$ cat src/rtl/mem_port_arbiter.sv
// N-channel arbiter that multiplexes CPU-side memory requesters onto one memory port.
// Round-robin or fixed-priority grant; each transaction is latched at grant.
module mem_port_arbiter #(
    parameter int NUM_CH   = 2,
    parameter int ADDR_W   = 32,
    parameter int DATA_W   = 32,
    parameter int ARB_MODE = 0
) (
    input  logic                             clk,
    input  logic                             rst,
    input  logic [NUM_CH-1:0]                req_read,
    input  logic [NUM_CH-1:0]                req_write,
    input  logic [NUM_CH*ADDR_W-1:0]         req_address,
    input  logic [NUM_CH*DATA_W-1:0]         req_wdata,
    input  logic [NUM_CH*(DATA_W/8)-1:0]     req_byte_enable,
    output logic [NUM_CH-1:0]                req_resp,
    output logic [DATA_W-1:0]                req_rdata,
    output logic                             mem_read,
    output logic                             mem_write,
    output logic [(DATA_W/8)-1:0]            mem_byte_enable,
    output logic [ADDR_W-1:0]                mem_address,
    output logic [DATA_W-1:0]                mem_wdata,
    input  logic                             mem_resp,
    input  logic [DATA_W-1:0]                mem_rdata
);

    localparam int BE_W  = DATA_W / 8;
    localparam int PTR_W = (NUM_CH > 1) ? $clog2(NUM_CH) : 1;

    typedef enum logic [1:0] {IDLE, BUSY, DONE} state_t;

    state_t            state;
    logic [PTR_W-1:0]  rr_ptr;
    logic [PTR_W-1:0]  grant;
    logic [PTR_W-1:0]  sel;
    logic              sel_valid;
    logic [PTR_W:0]    cand;
    logic [NUM_CH-1:0] active;

    assign active = req_read | req_write;

    // Candidate index wraps by subtraction so NUM_CH need not be a power of two.
    always_comb begin
        sel       = '0;
        sel_valid = 1'b0;
        cand      = '0;
        for (int unsigned i = 0; i < NUM_CH; i++) begin
            if (ARB_MODE == 1)
                cand = (PTR_W+1)'(i);
            else
                cand = {1'b0, rr_ptr} + (PTR_W+1)'(i);
            if (cand >= (PTR_W+1)'(NUM_CH))
                cand = cand - (PTR_W+1)'(NUM_CH);
            if (!sel_valid && active[cand[PTR_W-1:0]]) begin
                sel       = cand[PTR_W-1:0];
                sel_valid = 1'b1;
            end
        end
    end

    always_ff @(posedge clk) begin
        if (rst) begin
            state           <= IDLE;
            rr_ptr          <= '0;
            grant           <= '0;
            mem_read        <= 1'b0;
            mem_write       <= 1'b0;
            mem_address     <= '0;
            mem_wdata       <= '0;
            mem_byte_enable <= '0;
            req_resp        <= '0;
            req_rdata       <= '0;
        end else begin
            case (state)
                IDLE: begin
                    req_resp <= '0;
                    if (sel_valid) begin
                        grant           <= sel;
                        mem_address     <= req_address[sel*ADDR_W +: ADDR_W];
                        mem_wdata       <= req_wdata[sel*DATA_W +: DATA_W];
                        mem_byte_enable <= req_byte_enable[sel*BE_W +: BE_W];
                        // Read wins when both ops are set on the granted channel.
                        mem_read        <= req_read[sel];
                        mem_write       <= ~req_read[sel];
                        state           <= BUSY;
                        if (ARB_MODE == 0)
                            rr_ptr <= (sel == PTR_W'(NUM_CH-1)) ? '0 : sel + PTR_W'(1);
                    end
                end
                BUSY: begin
                    if (mem_resp) begin
                        if (mem_read)
                            req_rdata <= mem_rdata;
                        mem_read  <= 1'b0;
                        mem_write <= 1'b0;
                        req_resp  <= NUM_CH'(1) << grant;
                        state     <= DONE;
                    end
                end
                DONE: begin
                    req_resp <= '0;
                    state    <= IDLE;
                end
                default: state <= IDLE;
            endcase
        end
    end

endmodule

$ cat config.mk
export PLATFORM = sky130hd
export DESIGN_NAME = mem_port_arbiter
export DESIGN_NICKNAME = d
export VERILOG_FILES = /design/src/rtl/mem_port_arbiter.sv
export SDC_FILE = /design/constraint.sdc
export NUM_CORES = 1
export LEC_CHECK = 0
export ABC_AREA = 1
export CAP_MARGIN = 30
export CELL_PAD_IN_SITES_DETAIL_PLACEMENT = 0
export CELL_PAD_IN_SITES_GLOBAL_PLACEMENT = 1
export CORE_ASPECT_RATIO = 0.7
export CORE_MARGIN = 2
export CORE_UTILIZATION = 27
export DETAILED_ROUTE_END_ITERATION = 7
export GPL_ROUTABILITY_DRIVEN = 0
export PLACE_DENSITY_LB_ADDON = 0.1
export SLEW_MARGIN = 15
export SYNTH_ARGS = -nofsm -noshare
export SYNTH_HDL_FRONTEND = slang
export SYNTH_SLANG_ARGS = --single-unit
$ cat constraint.sdc
create_clock -name clk -period 2.5 [get_ports clk]
set_clock_uncertainty 0.2 [all_clocks]
set_input_delay 0.75 -clock clk [delete_from_list [all_inputs] [get_ports clk]]
set_output_delay 0.75 -clock clk [all_outputs]
set_load 0.1 [all_outputs]
=== Word level (Yosys, flattened, before mapping) ===
Index checks and enable logic that the tools add are counted.

* Add/sub/neg operators: 4
* Order comparisons: 5
* Equality and inequality tests: 4
* Shift-type cells: 4
* Multiplexer cells: 23
* Bitwise logic cells: 2
* Reductions and logical operators: 11

{| class="wikitable"
|+ Operators with widths
! cell !! count
|-
| $shiftx A64 B7 Y32 || 2
|-
| $mux W1 || 16
|-
| $pmux W2 S2 || 2
|-
| $shiftx A8 B4 Y4 || 1
|-
| $lt A1 B2 Y1 const B || 3
|-
| $mux W2 || 3
|-
| $reduce_and A2 Y1 || 3
|-
| $reduce_and A3 Y1 || 2
|-
| $ne A2 B2 Y1 const B || 2
|-
| $pmux W1 S2 || 2
|-
| $reduce_bool A2 Y1 || 2
|-
| $add A1 B1 Y2 const B || 1
|-
| $eq A2 B1 Y1 const B || 1
|-
| $eq A2 B2 Y1 const B || 1
|-
| $ge A1 B2 Y1 const B || 1
|-
| $ge A2 B2 Y1 const B || 1
|-
| $logic_not A2 Y1 || 1
|-
| $or A2 B2 Y2 || 1
|-
| $reduce_or A2 Y1 || 1
|-
| $shl A1 B1 Y2 const A || 1
|-
| $sub A1 B1 Y1 const B || 2
|-
| $add A1 B1 Y1 const B || 1
|-
| $logic_and A1 B1 Y1 || 1
|-
| $logic_not A1 Y1 || 1
|-
| $not A1 Y1 || 1
|}

* Register bits: 108
* Output and inout bits: 104
* Logic and storage cells: 63

=== Depth between registers and ports, before layout ===
* Depth in word-level cells: 13
* Mapped depth: 10

=== Worst setup path before layout ===
Ideal clock, no wire load.

* Path kind: flip-flop to flip-flop
* From: register mem_read
* To: register req_rdata[0]
* Data arrival time: 1.750 ns
* Data required time: 2.235 ns
* Setup slack: 0.485 ns
* Cell stages (with the launch flop): 6
* Path buffers: 1
* Path through: dfxtp_1 > nand3_1 > inv_2 > buf_2 > nor2_1 > nor2_1

* Cells in the longest elaborated chain, start to end: 1

{| class="wikitable"
|+ RTL lines
! item !! RTL line !! text
|-
| start: declaration || 18 || <nowiki>output logic mem_read,</nowiki>
|-
| start signal: assignment || 83 || <nowiki>mem_read <= req_read[sel];</nowiki>
|-
| $reduce_and A3 Y1 (no line) || - ||
|-
| end signal: assignment || 93 || <nowiki>req_rdata <= mem_rdata;</nowiki>
|-
| end: declaration || 17 || <nowiki>output logic [DATA_W-1:0] req_rdata,</nowiki>
|}

No other way between the ends.
A chain may end at the register's enable or synchronous reset.

=== Worst setup path in the final report ===
* From: input port req_read[0]
* To: register mem_byte_enable[1]

* Cells in the longest elaborated chain, start to end: 8
* Elaborated cells on any way between the ends: 13
* Classes of those cells: 1 x shift; 8 x mux; 1 x bitwise; 3 x reduce/logical

{| class="wikitable"
|+ RTL lines
! item !! RTL line !! text
|-
| start: declaration || 11 || <nowiki>input logic [NUM_CH-1:0] req_read,</nowiki>
|-
| $or A2 B2 Y2 * || 40 || <nowiki>assign active = req_read | req_write;</nowiki>
|-
| $mux W1 (implied by the code) (2 in a row) || 54 || <nowiki>if (!sel_valid && active[cand[PTR_W-1:0]]) begin</nowiki>
|-
| $mux W1 || 54 ||
|-
| $logic_not A1 Y1 || 54 ||
|-
| $logic_and A1 B1 Y1 || 54 ||
|-
| $mux W1 || 54 ||
|-
| $shiftx A8 B4 Y4 or $reduce_and A2 Y1 (tied branches) || - ||
|-
| end signal: assignment || 81 || <nowiki>mem_byte_enable <= req_byte_enable[sel*BE_W +: BE_W];</nowiki>
|-
| end: declaration || 20 || <nowiki>output logic [(DATA_W/8)-1:0] mem_byte_enable,</nowiki>
|}

Every way passes the cells marked *; elsewhere a longest branch is shown, timed or not. The select of a mux whose other input is x is not followed.

==> flow_summary.toml <==
[outcome]
run_status = "finished, final reports clean"

[timing]
max_slew_margin_pct = 72.3
slew_viol_final = 0
finalSetupViolCount = 0
hold_violations = 0
min_period_over_period_pct = 86.1
max_freq_mhz = 465
min_period_ps = 2150
fin_hold_ws_ps = 260
rsz0062_at_grt = "no"
worst_pin_slew_ps = 414
postLayoutSetupSlackWorst_ps = 348

[clock_tree]
clockBufferDepth = 2
cts_resized = 0
cts_max_level = 3
cts-buffers-inserted = 9
hold_buffers = 0
clock-root-buffer = "clkbuf_16"
cts_tree = "yes"
insertion_delay_ps = 340
clkSlewWorstSetupHoldPaths_ps = 70
cts.sinks = 108
cts_setup_buffers = 0

[global_routing]
antenna_found_initial = 0
first_global_vias = 5122
grt_overflow = 0
grt_use_total_pct = 18.0
grt_max_degree = 75
grt_pass1_wl_mm = 27.4

[floorplanning]
coreArea_um2 = 18000
die_area_um2 = 19300
io_pins = 279
die_w_um = 165
initial_core_util_pct = 27.4
die_y_um = 117
row_count = 41

[placement]
io_buffers = 278
place_inst = 1245
hpwl_mm = 12.7
place_worst_setup_slack_ps = -3.48
placed_cell_area_um2 = 7780

[setup_path]
crit_path_frequent_cell = "nor2_1"
arrival_ps = 2170
timing.critical_path.slowest_cell_delay_ps = 480
worst-setup-path-type = "in -> reg"
crit_chain = "clkdlybuf4s50_1, nor2_1, nand2_2, nand2_4, inv_4, nand2_2, buf_12, nor2_1, nor2_1, nor2_1"
critPathMaxFanout = 30
crit_path_start_kind = "input pin"
crit_slowest_cell = "clkdlybuf4s50_1"
path_buf_inv = 3
crit_required_ps = 2510
crit_family = "buffers and inverters"
crit_path_end_kind = "flop"

[drt]
ant_nets = 0
drc = 0
post_drt_wl_per_cell_um = 14.4
wl_met2_mm = 7.96
m1WireLength_mm = 8.70
wl_met3_mm = 1.36
via_per_inst = 4.30
topRoutingLayerUsed = "met4"
drtIter0Drc = 316
vias = 5421
dr.pass1.iters = 4
drt-total-wl_mm = 18.1

[logic_synthesis]
synth_cells = 758
syn-num-nets = 933
yosysWarnings = 0
yosysSeqAreaShare_pct = 43.9
avgSynthCellArea_um2 = 6.50
yosys_register_bits = 108
syn_area_um2 = 4920
synth_cell_type_count = 20

[final_layout]
mostFrequentLayoutCells = "232 x nor2_1, 173 x clkdlybuf4s50_1, 170 x nand2_1, 121 x buf_4, 108 x dfxtp_1"
final_cells = 1260
final_area_um2 = 8090
mostFrequentLayoutCell = "nor2_1"
drive_gt1_share_pct = 15.1
areaGrowthSynthToFinish_pct = 64.2
antennaDiodeCount = 0
fin_nets = 1195

[pwr]
p_per_area_nw_per_um2 = 723
power_leakage_nw = 3.84
ir_drop_mv = 0.282

[job]
max_cap_violations = 0

[hold_path]
hold_class = "reg -> reg"
-- registers in the layout, indices dropped and copies added, names as in the netlist, 2 cells and up --
| signal | flops |
|---|---|
| mem_address | 32 |
| mem_byte_enable | 4 |
| mem_wdata | 32 |
| req_rdata | 32 |
| req_resp | 2 |
| state | 2 |
-- Yosys cell counts --
cell type	instances	area share (%)
a21oi_1	20	2.0
and2_1	1	0.13
buf_1	3	0.23
buf_2	17	1.7
buf_6	5	1.1
clkbuf_1	27	2.1
dfxtp_1	108	44
inv_1	58	4.4
inv_2	3	0.23
inv_4	1	0.13
nand2_1	171	13
nand2_2	2	0.25
nand2_4	1	0.23
nand3_1	17	1.7
nand4_1	55	7.0
nor2_1	232	18
nor2_2	2	0.25
o21ai_0	33	3.4
o21ai_4	1	0.33
or2_2	1	0.13
-- power by group --
group	leakage [nW]	switching [W]	internal [W]	total, W
registers	0.887	0.0000841	0.00187	0.00196
clock network	0.142	0.000644	0.000875	0.00152
logic	2.81	0.00167	0.000694	0.00237
total	3.84	0.00240	0.00344	0.00585
-- through the flow --
stage	setup TNS, ps	power, W	utilization, %
after floorplan	0	0.00363	-
after global placement	-62.7	0.00438	43.3
after detailed placement	-5.17	0.00438	43.3
after CTS	0	0.00594	45.0
after global routing	0	0.00615	45.0
final	0	0.00585	45.0
-- layer usage --
metal / up-vias / track usage [%]
li1: 2878 / -
met1: 2381 / 24.9
met2: 157 / 28.8
met3: 5 / 5.04
met4: 0 / 2.59
met5: - / 0
-- cells by family after synthesis --
family	share of synthesized area (%)
buf+inv	9.94
compound gates	5.72
simple gates	40.4
flops	43.9
-- path summary, 6_finish.rpt --
| check | start | endpoint | slack (ps) | depth (start not counted) |
|---|---|---|---|---|
| worst min-delay path | req_resp[1] | req_resp[1] | 260 | 2 |
| worst min register to register | req_resp[1] | req_resp[1] | 260 | 2 |
| worst max-delay path | req_read[0] | mem_byte_enable[1] | 350 | 10 |
| worst max register to register | state[0] | mem_read | 730 | 6 |
-- cell type report --
type,instances,area (µm²)
multi-input cells,536,2280
well taps,236,295
repair buffers,303,2810
fillers,1949,9870
clock inverters,4,75.1
inverters,62,235
clock buffers,11,233
flip-flops and latches,108,2160
-- worst register-to-register path, stage by stage, from the launching register on --
cell	delay (ps)
dfxtp_1	370
nor2_4	350
nand2_4	130
inv_4	70
buf_4	210
nand3_1	170
and2_1	170
Note: power is estimated with default switching activity, not from simulation.
